File: src/rtl/tetris_pkg.sv
// Shared definitions for the Tetris board renderer: cell colour codes,
// board-size defaults, FSM state type and the cell-to-RGB palette.
package tetris_pkg;

    localparam int unsigned DEF_BOARD_COLS = 10;
    localparam int unsigned DEF_BOARD_ROWS = 20;

    localparam logic [2:0] COLOR_EMPTY = 3'd0;
    localparam logic [2:0] COLOR_I     = 3'd1;
    localparam logic [2:0] COLOR_O     = 3'd2;
    localparam logic [2:0] COLOR_T     = 3'd3;
    localparam logic [2:0] COLOR_S     = 3'd4;
    localparam logic [2:0] COLOR_Z     = 3'd5;
    localparam logic [2:0] COLOR_J     = 3'd6;
    localparam logic [2:0] COLOR_L     = 3'd7;

    typedef enum logic [0:0] {
        ST_IDLE  = 1'b0,
        ST_CLEAR = 1'b1
    } clr_state_e;

    function automatic logic [11:0] palette_rgb(input logic [2:0] code);
        logic [11:0] rgb;
        case (code)
            COLOR_EMPTY: rgb = 12'h000;
            COLOR_I:     rgb = 12'h0FF;
            COLOR_O:     rgb = 12'hFF0;
            COLOR_T:     rgb = 12'hA0F;
            COLOR_S:     rgb = 12'h0F0;
            COLOR_Z:     rgb = 12'hF00;
            COLOR_J:     rgb = 12'h00F;
            COLOR_L:     rgb = 12'hF80;
            default:     rgb = 12'h000;
        endcase
        return rgb;
    endfunction

endpackage

File: src/rtl/tetris_cell_ram.sv
// Simple dual-port cell map: one write port, one registered read port.
// A same-cycle read and write of one address returns the previous contents.
module tetris_cell_ram #(
    parameter int unsigned DEPTH = 200,
    parameter int unsigned AW    = 8,
    parameter int unsigned DW    = 3
) (
    input  logic          clk_i,
    input  logic          we_i,
    input  logic [AW-1:0] waddr_i,
    input  logic [DW-1:0] wdata_i,
    input  logic [AW-1:0] raddr_i,
    output logic [DW-1:0] rdata_o
);

    logic [DW-1:0] mem_q [0:DEPTH-1];
    logic [DW-1:0] rdata_q;

    // Write port and registered read port; no reset on the storage array
    always_ff @(posedge clk_i) begin
        if (we_i) begin
            mem_q[waddr_i] <= wdata_i;
        end
        rdata_q <= mem_q[raddr_i];
    end

    assign rdata_o = rdata_q;

endmodule

File: src/rtl/tetris_board_renderer.sv
// Three-stage pixel pipeline rendering the Tetris board, plus the clear-sweep FSM.
// Optional build macro GRID_LINES_EN draws dark grid lines on cell edges.
module tetris_board_renderer
    import tetris_pkg::*;
#(
    parameter int unsigned CELL_SHIFT = 4,
    parameter int unsigned BOARD_COLS = DEF_BOARD_COLS,
    parameter int unsigned BOARD_ROWS = DEF_BOARD_ROWS,
    parameter int unsigned ORIGIN_X   = 240,
    parameter int unsigned ORIGIN_Y   = 80,
    parameter int unsigned BORDER_PX  = 2,
    parameter logic        SYNC_IDLE  = 1'b1
) (
    input  logic       pixel_clk,
    input  logic       reset,
    input  logic [9:0] column,
    input  logic [8:0] row,
    input  logic       disp_ena,
    input  logic       h_sync_in,
    input  logic       v_sync_in,
    input  logic       wr_en,
    input  logic [3:0] wr_x,
    input  logic [4:0] wr_y,
    input  logic [2:0] wr_color,
    input  logic       clear_req,
    output logic       wr_ready,
    output logic [3:0] red,
    output logic [3:0] green,
    output logic [3:0] blue,
    output logic       h_sync_out,
    output logic       v_sync_out,
    output logic       disp_ena_out,
    output logic       frame_start
);

    localparam int unsigned N  = BOARD_COLS * BOARD_ROWS;
    localparam int unsigned AW = $clog2(N);

    localparam logic signed [10:0] ORG_X   = 11'(ORIGIN_X);
    localparam logic signed [10:0] ORG_Y   = 11'(ORIGIN_Y);
    localparam logic signed [10:0] BOARD_W = 11'(BOARD_COLS << CELL_SHIFT);
    localparam logic signed [10:0] BOARD_H = 11'(BOARD_ROWS << CELL_SHIFT);
    localparam logic signed [10:0] BORDER  = 11'(BORDER_PX);
    localparam logic [AW-1:0]      LAST_ADDR = AW'(N - 1);

    // ---------------- clear FSM and write port ----------------
    clr_state_e    state_q, state_d;
    logic [AW-1:0] clr_addr_q, clr_addr_d;
    logic          ram_we_s;
    logic [AW-1:0] ram_waddr_s;
    logic [2:0]    ram_wdata_s;
    logic          wr_in_range_s;

    assign wr_in_range_s = ({1'b0, wr_x} < 5'(BOARD_COLS)) && ({1'b0, wr_y} < 6'(BOARD_ROWS));
    assign wr_ready      = (state_q == ST_IDLE);

    // FSM state and sweep address register
    always_ff @(posedge pixel_clk) begin
        if (reset) begin
            state_q    <= ST_CLEAR;
            clr_addr_q <= '0;
        end else begin
            state_q    <= state_d;
            clr_addr_q <= clr_addr_d;
        end
    end

    // Next state and write-port steering; a clear request always beats a cell write
    always_comb begin
        state_d     = state_q;
        clr_addr_d  = clr_addr_q;
        ram_we_s    = 1'b0;
        ram_waddr_s = '0;
        ram_wdata_s = COLOR_EMPTY;
        case (state_q)
            ST_IDLE: begin
                if (clear_req) begin
                    state_d    = ST_CLEAR;
                    clr_addr_d = '0;
                end else if (wr_en && wr_in_range_s) begin
                    ram_we_s    = 1'b1;
                    ram_waddr_s = AW'(wr_y) * AW'(BOARD_COLS) + AW'(wr_x);
                    ram_wdata_s = wr_color;
                end else begin
                    state_d = ST_IDLE;
                end
            end
            ST_CLEAR: begin
                ram_we_s    = 1'b1;
                ram_waddr_s = clr_addr_q;
                ram_wdata_s = COLOR_EMPTY;
                if (clear_req) begin
                    clr_addr_d = '0;
                end else if (clr_addr_q == LAST_ADDR) begin
                    state_d    = ST_IDLE;
                    clr_addr_d = '0;
                end else begin
                    clr_addr_d = clr_addr_q + AW'(1);
                end
            end
            default: begin
                state_d    = ST_CLEAR;
                clr_addr_d = '0;
            end
        endcase
    end

    // ---------------- S1: board geometry ----------------
    logic signed [10:0] dx_s, dy_s;
    logic               in_board_d, in_border_d, grid_d, fs_d;
    logic [3:0]         cx_d;
    logic [4:0]         cy_d;

    logic       s1_board_q, s1_border_q, s1_grid_q, s1_de_q, s1_hs_q, s1_vs_q, s1_fs_q;
    logic [3:0] s1_cx_q;
    logic [4:0] s1_cy_q;

    // Pixel offsets from the board origin and region classification
    always_comb begin
        dx_s        = $signed({1'b0, column}) - ORG_X;
        dy_s        = $signed({2'b00, row}) - ORG_Y;
        in_board_d  = (dx_s >= 11'sd0) && (dx_s < BOARD_W) &&
                      (dy_s >= 11'sd0) && (dy_s < BOARD_H);
        in_border_d = (dx_s >= -BORDER) && (dx_s < BOARD_W + BORDER) &&
                      (dy_s >= -BORDER) && (dy_s < BOARD_H + BORDER) && !in_board_d;
        cx_d        = dx_s[CELL_SHIFT +: 4];
        cy_d        = dy_s[CELL_SHIFT +: 5];
`ifdef GRID_LINES_EN
        grid_d      = (dx_s[CELL_SHIFT-1:0] == '0) || (dy_s[CELL_SHIFT-1:0] == '0);
`else
        grid_d      = 1'b0;
`endif
        fs_d        = (column == 10'd0) && (row == 9'd0) && disp_ena;
    end

    // Stage 1 registers
    always_ff @(posedge pixel_clk) begin
        if (reset) begin
            s1_board_q  <= 1'b0;
            s1_border_q <= 1'b0;
            s1_grid_q   <= 1'b0;
            s1_cx_q     <= 4'd0;
            s1_cy_q     <= 5'd0;
            s1_de_q     <= 1'b0;
            s1_hs_q     <= SYNC_IDLE;
            s1_vs_q     <= SYNC_IDLE;
            s1_fs_q     <= 1'b0;
        end else begin
            s1_board_q  <= in_board_d;
            s1_border_q <= in_border_d;
            s1_grid_q   <= grid_d;
            s1_cx_q     <= cx_d;
            s1_cy_q     <= cy_d;
            s1_de_q     <= disp_ena;
            s1_hs_q     <= h_sync_in;
            s1_vs_q     <= v_sync_in;
            s1_fs_q     <= fs_d;
        end
    end

    // ---------------- S2: cell RAM read ----------------
    logic [AW-1:0] ram_raddr_s;
    logic [2:0]    ram_rdata_s;
    logic          s2_board_q, s2_border_q, s2_grid_q, s2_de_q, s2_hs_q, s2_vs_q, s2_fs_q;

    // Off-board pixels read address 0 so the read never leaves the array
    always_comb begin
        if (s1_board_q) begin
            ram_raddr_s = AW'(s1_cy_q) * AW'(BOARD_COLS) + AW'(s1_cx_q);
        end else begin
            ram_raddr_s = '0;
        end
    end

    tetris_cell_ram #(
        .DEPTH (N),
        .AW    (AW),
        .DW    (3)
    ) u_cell_ram (
        .clk_i   (pixel_clk),
        .we_i    (ram_we_s),
        .waddr_i (ram_waddr_s),
        .wdata_i (ram_wdata_s),
        .raddr_i (ram_raddr_s),
        .rdata_o (ram_rdata_s)
    );

    // Stage 2 side-band registers, aligned with the RAM read data
    always_ff @(posedge pixel_clk) begin
        if (reset) begin
            s2_board_q  <= 1'b0;
            s2_border_q <= 1'b0;
            s2_grid_q   <= 1'b0;
            s2_de_q     <= 1'b0;
            s2_hs_q     <= SYNC_IDLE;
            s2_vs_q     <= SYNC_IDLE;
            s2_fs_q     <= 1'b0;
        end else begin
            s2_board_q  <= s1_board_q;
            s2_border_q <= s1_border_q;
            s2_grid_q   <= s1_grid_q;
            s2_de_q     <= s1_de_q;
            s2_hs_q     <= s1_hs_q;
            s2_vs_q     <= s1_vs_q;
            s2_fs_q     <= s1_fs_q;
        end
    end

    // ---------------- S3: colour select and output registers ----------------
    logic [11:0] rgb_d, rgb_q;
    logic        de_out_q, hs_out_q, vs_out_q, fs_out_q;

    // Colour priority: blanking, frame, cell (grid lines over palette), background
    always_comb begin
        rgb_d = 12'h000;
        if (!s2_de_q) begin
            rgb_d = 12'h000;
        end else if (s2_border_q) begin
            rgb_d = 12'hFFF;
        end else if (s2_board_q) begin
            if (s2_grid_q) begin
                rgb_d = 12'h333;
            end else begin
                rgb_d = palette_rgb(ram_rdata_s);
            end
        end else begin
            rgb_d = 12'h000;
        end
    end

    // Output registers
    always_ff @(posedge pixel_clk) begin
        if (reset) begin
            rgb_q    <= 12'h000;
            de_out_q <= 1'b0;
            hs_out_q <= SYNC_IDLE;
            vs_out_q <= SYNC_IDLE;
            fs_out_q <= 1'b0;
        end else begin
            rgb_q    <= rgb_d;
            de_out_q <= s2_de_q;
            hs_out_q <= s2_hs_q;
            vs_out_q <= s2_vs_q;
            fs_out_q <= s2_fs_q;
        end
    end

    assign red          = rgb_q[11:8];
    assign green        = rgb_q[7:4];
    assign blue         = rgb_q[3:0];
    assign disp_ena_out = de_out_q;
    assign h_sync_out   = hs_out_q;
    assign v_sync_out   = vs_out_q;
    assign frame_start  = fs_out_q;

endmodule
File: config.mk
export PLATFORM = sky130hd
export DESIGN_NAME = tetris_board_renderer
export DESIGN_NICKNAME = d
export VERILOG_FILES = /design/src/rtl/tetris_pkg.sv /design/src/rtl/tetris_cell_ram.sv /design/src/rtl/tetris_board_renderer.sv
export SDC_FILE = /design/constraint.sdc
export NUM_CORES = 1
export LEC_CHECK = 0
export ABC_AREA = 1
export CORE_MARGIN = 2
export CORE_UTILIZATION = 55
export DETAILED_ROUTE_END_ITERATION = 8
export GPL_ROUTABILITY_DRIVEN = 0
export PLACE_DENSITY_LB_ADDON = 0.08
export SLEW_MARGIN = 20
export SYNTH_ARGS = -nofsm -noshare
export SYNTH_HDL_FRONTEND = slang
export SYNTH_SLANG_ARGS = --single-unit
File: constraint.sdc
create_clock -name pixel_clk -period 15 [get_ports pixel_clk]
set_clock_uncertainty 0.1 [all_clocks]
set_input_delay 4.5 -clock pixel_clk [delete_from_list [all_inputs] [get_ports pixel_clk]]
set_output_delay 4.5 -clock pixel_clk [all_outputs]
set_load 0.01 [all_outputs]
==> results_dict.tcl <==
set metrics [dict create \
    worstReg2RegStart "s1_cy_q[0]" \
    synth_top_area_cell "edfxtp_1" \
    critical_path_class "in -> reg" \
    final_cell_mix "edfxtp_1, nor2_1, nand2_1, nand3_1, inv_1" \
    rsz0062_at_grt "false" \
    synth_top_family_by_area "simple AND/OR/NAND/NOR gates" \
    coreArea_um2 52300 \
    multi_input_area_um2 8120 \
    final_util_pct 61.0 \
    layout_commonest_cell "edfxtp_1" \
    finalCritPeriodShare_pct 49.3 \
    synthArstFlopShare_pct 0 \
    p_int_mw 2.93 \
    setup_tns_ns 0 \
    wl_per_cell_um 21.5 \
    seq_power_share_pct 51.9 \
    cts_resized 0 \
    place_ws_ns 6.96 \
    clk_pin_slew_ns 0.05 \
    r2r_cells 14 \
    netlist_instances 2779 \
    maxSlewHeadroom_pct 20.6 \
    num_vias 20067 \
    track_usage_pct 28.1 \
    die_area_um2 54500 \
    required_ns 15.17 \
    viasPerCell 5.71 \
    p_leak_nw 11.8 \
    worstHoldEndpoint "s2_fs_q" \
    ys_types 46 \
    overflow 0 \
    root_buffer "clkbuf_16" \
    cts_made_buffers 69 \
    synth_edf_count 600 \
    worst_pin_slew_ns 1.19 \
    cts_tree "done" \
    power_switching_mw 0.811 \
    p_comb_share_pct 4.8 \
    drc_errors 0 \
    grt_pass1_wl_mm 113 \
    ctsHoldBuffers 0 \
    ir_drop_uv 109 \
    areaGrowthSynthToFinish_pct 10.3 \
    drive_gt1_share_pct 8.38 \
    hp-class "reg -> reg" \
    synthFlopType "edfxtp_1" \
    setup_viol_count_final 0 \
    start_kind "primary input" \
    synth_top_area_share_pct 62.2 \
    totalWireLength_mm 75.7 \
    synth_area_leaders "edfxtp_1, nand3_1, nor2_1" \
    cp_max_fo 16 \
    setup_ws_ns 7.60 \
    post_cts_buffers 0 \
    fillers 4271 \
    ctsLongestPathBuffers 3 \
    min_path_cells 2 \
    outcome "complete, no violations" \
    io_buffers 54 \
    clkPwrFrac_pct 43.3 \
    pin_count 55 \
    grt_pass1_vias 19391 \
    finalMaxSlewViolations 0 \
    nets 2843 \
    drv_cap 0 \
    r2r-end "u_cell_ram.rdata_o[2]" \
    register_area_um2 18900 \
    die_x_um 233 \
    drt-pass1-iter-count 7 \
    syn_area_per_cell_um2 10.4 \
    critical_path_arrival_ns 7.57 \
    synthSimpleGateAreaFrac_pct 21.5 \
    die_h_um 233 \
    synth_compound_area_share_pct 4.46 \
    end_kind "flop" \
    swShare_pct 21.7 \
    hold_violations 0 \
    antenna_found_initial 0 \
    synth_mux_area_share_pct 0 \
    syn_area_um2 28900 \
    min_from "s1_fs_q" \
    ys_seq_area_share_pct 65.1 \
    synth_xor_area_share_pct 0.424 \
    htree_levels 3 \
    synth_seq_cells 642 \
    diodes 0 \
    synth_fa_ha_area_share_pct 1.44 \
    ys_warn_count 0 \
    period_minus_slack_ns 7.40 \
    detailed_place_hpwl_mm 42.5 \
    hold_ws_ns 0.305 \
    start_util_pct 55.3 \
    drtIter0Drc 2122 \
    grt_max_degree 201 \
    ant_nets 0 \
    rows 84 \
    clk-insertion-delay-late_ns 0.61 \
    fmax_mhz 135 \
    r2r_slack_ns 10.24 \
    powerDensity_nw_per_um2 117 \
    syn_nets 2848 \
    cts.sinks 642 \
]
worst max-delay path, cell delays in order:
cell             delay (ns)
clkdlybuf4s50_1        0.49
ha_1                   0.33
ha_1                   0.23
fa_1                   0.52
inv_1                  0.07
xor2_1                 0.17
o22ai_2                0.35
nand2_1                0.12
inv_2                  0.15
nand3_4                0.28
nor2_1                 0.34
cells in the mapped netlist, types with 5 or more instances:
cell and number:
buf_2 83, clkbuf_1 46, nand4_1 5, nand2_4 10, o211ai_1 59, o21ai_0 107
o221ai_1 6, xor2_1 9, inv_1 295, inv_2 5, nor3_1 6, edfxtp_1 600
a21oi_1 21, dfxtp_1 42, nand3_1 413, nor2_2 56, or2_2 8, nand2_1 415
buf_6 13, ha_1 27, buf_4 17, xnor2_1 5, nor2_1 479
cells by family after synthesis:
| logic type | after synthesis |
|---|---|
| adder cells (fa/ha/maj) | 31 |
| AND/OR/NAND/NOR | 1413 |
| flip-flops | 642 |
| XOR/XNOR | 14 |
| buffers and inverters | 467 |
| AO/OA/AOI/OAI | 212 |
cell type report:
type / count / share of cell area (%)
Timing Repair Buffer: 87 / 2.53
Tap cell: 688 / 2.70
Inverter: 304 / 3.60
Multi-Input combinational cell: 1670 / 25.4
Clock inverter: 25 / 0.595
Sequential cell: 642 / 59.1
Clock buffer: 100 / 6.11
worst max path at each step:
stage / slack (ns) / from / end
floorplan: 4.19 / wr_x[2] / u_cell_ram.mem_q[0][0]
global placement: 7.05 / wr_y[1] / u_cell_ram.mem_q[180][0]
detailed placement: 6.96 / wr_y[1] / u_cell_ram.mem_q[166][1]
CTS: 7.61 / wr_y[1] / u_cell_ram.mem_q[171][1]
global route: 7.42 / wr_y[1] / u_cell_ram.mem_q[190][1]
finish: 7.60 / wr_y[1] / u_cell_ram.mem_q[190][1]
state kept, by name, indices dropped and copies added, names as in the netlist:
register            cells
u_cell_ram.rdata_o      3
s2_board_q              1
s1_fs_q                 1
s2_de_q                 1
s2_vs_q                 1
clr_addr_q              8
s2_fs_q                 1
s1_cx_q                 4
s1_border_q             1
s1_vs_q                 1
s1_hs_q                 1
v_sync_out              1
s1_de_q                 1
state_q                 1
h_sync_out              1
s2_border_q             1
s1_board_q              1
u_cell_ram.mem_q      600
s1_cy_q                 5
s2_hs_q                 1
disp_ena_out            1
frame_start             1
rgb_q                   5
metrics by stage:
step	cell area, um2	total power, mW	instances
after CTS	31900	3.75	3516
after detailed placement	29800	2.15	3391
final	31900	3.74	3516
after floorplan	28900	2.08	2779
after global routing	31900	3.84	3516
after global placement	29800	2.15	3391
power groups by stage:
| stage | sequential (mW) | combinational (mW) | clock [mW] |
|---|---|---|---|
| after CTS | 1.94 | 0.177 | 1.64 |
| final | 1.94 | 0.178 | 1.62 |
| after detailed placement | 1.98 | 0.176 | 0 |
| after global placement | 1.98 | 0.174 | 0 |
| after floorplan | 1.97 | 0.105 | 0 |
| after global routing | 1.94 | 0.192 | 1.71 |
layer usage:
layer	track usage (%)	wire length, um
met5	0	0
met4	10.4	2280
met3	3.59	5900
met2	46.1	36100
met1	38.6	31400
No activity file was read; power rests on OpenSTA's default activity.
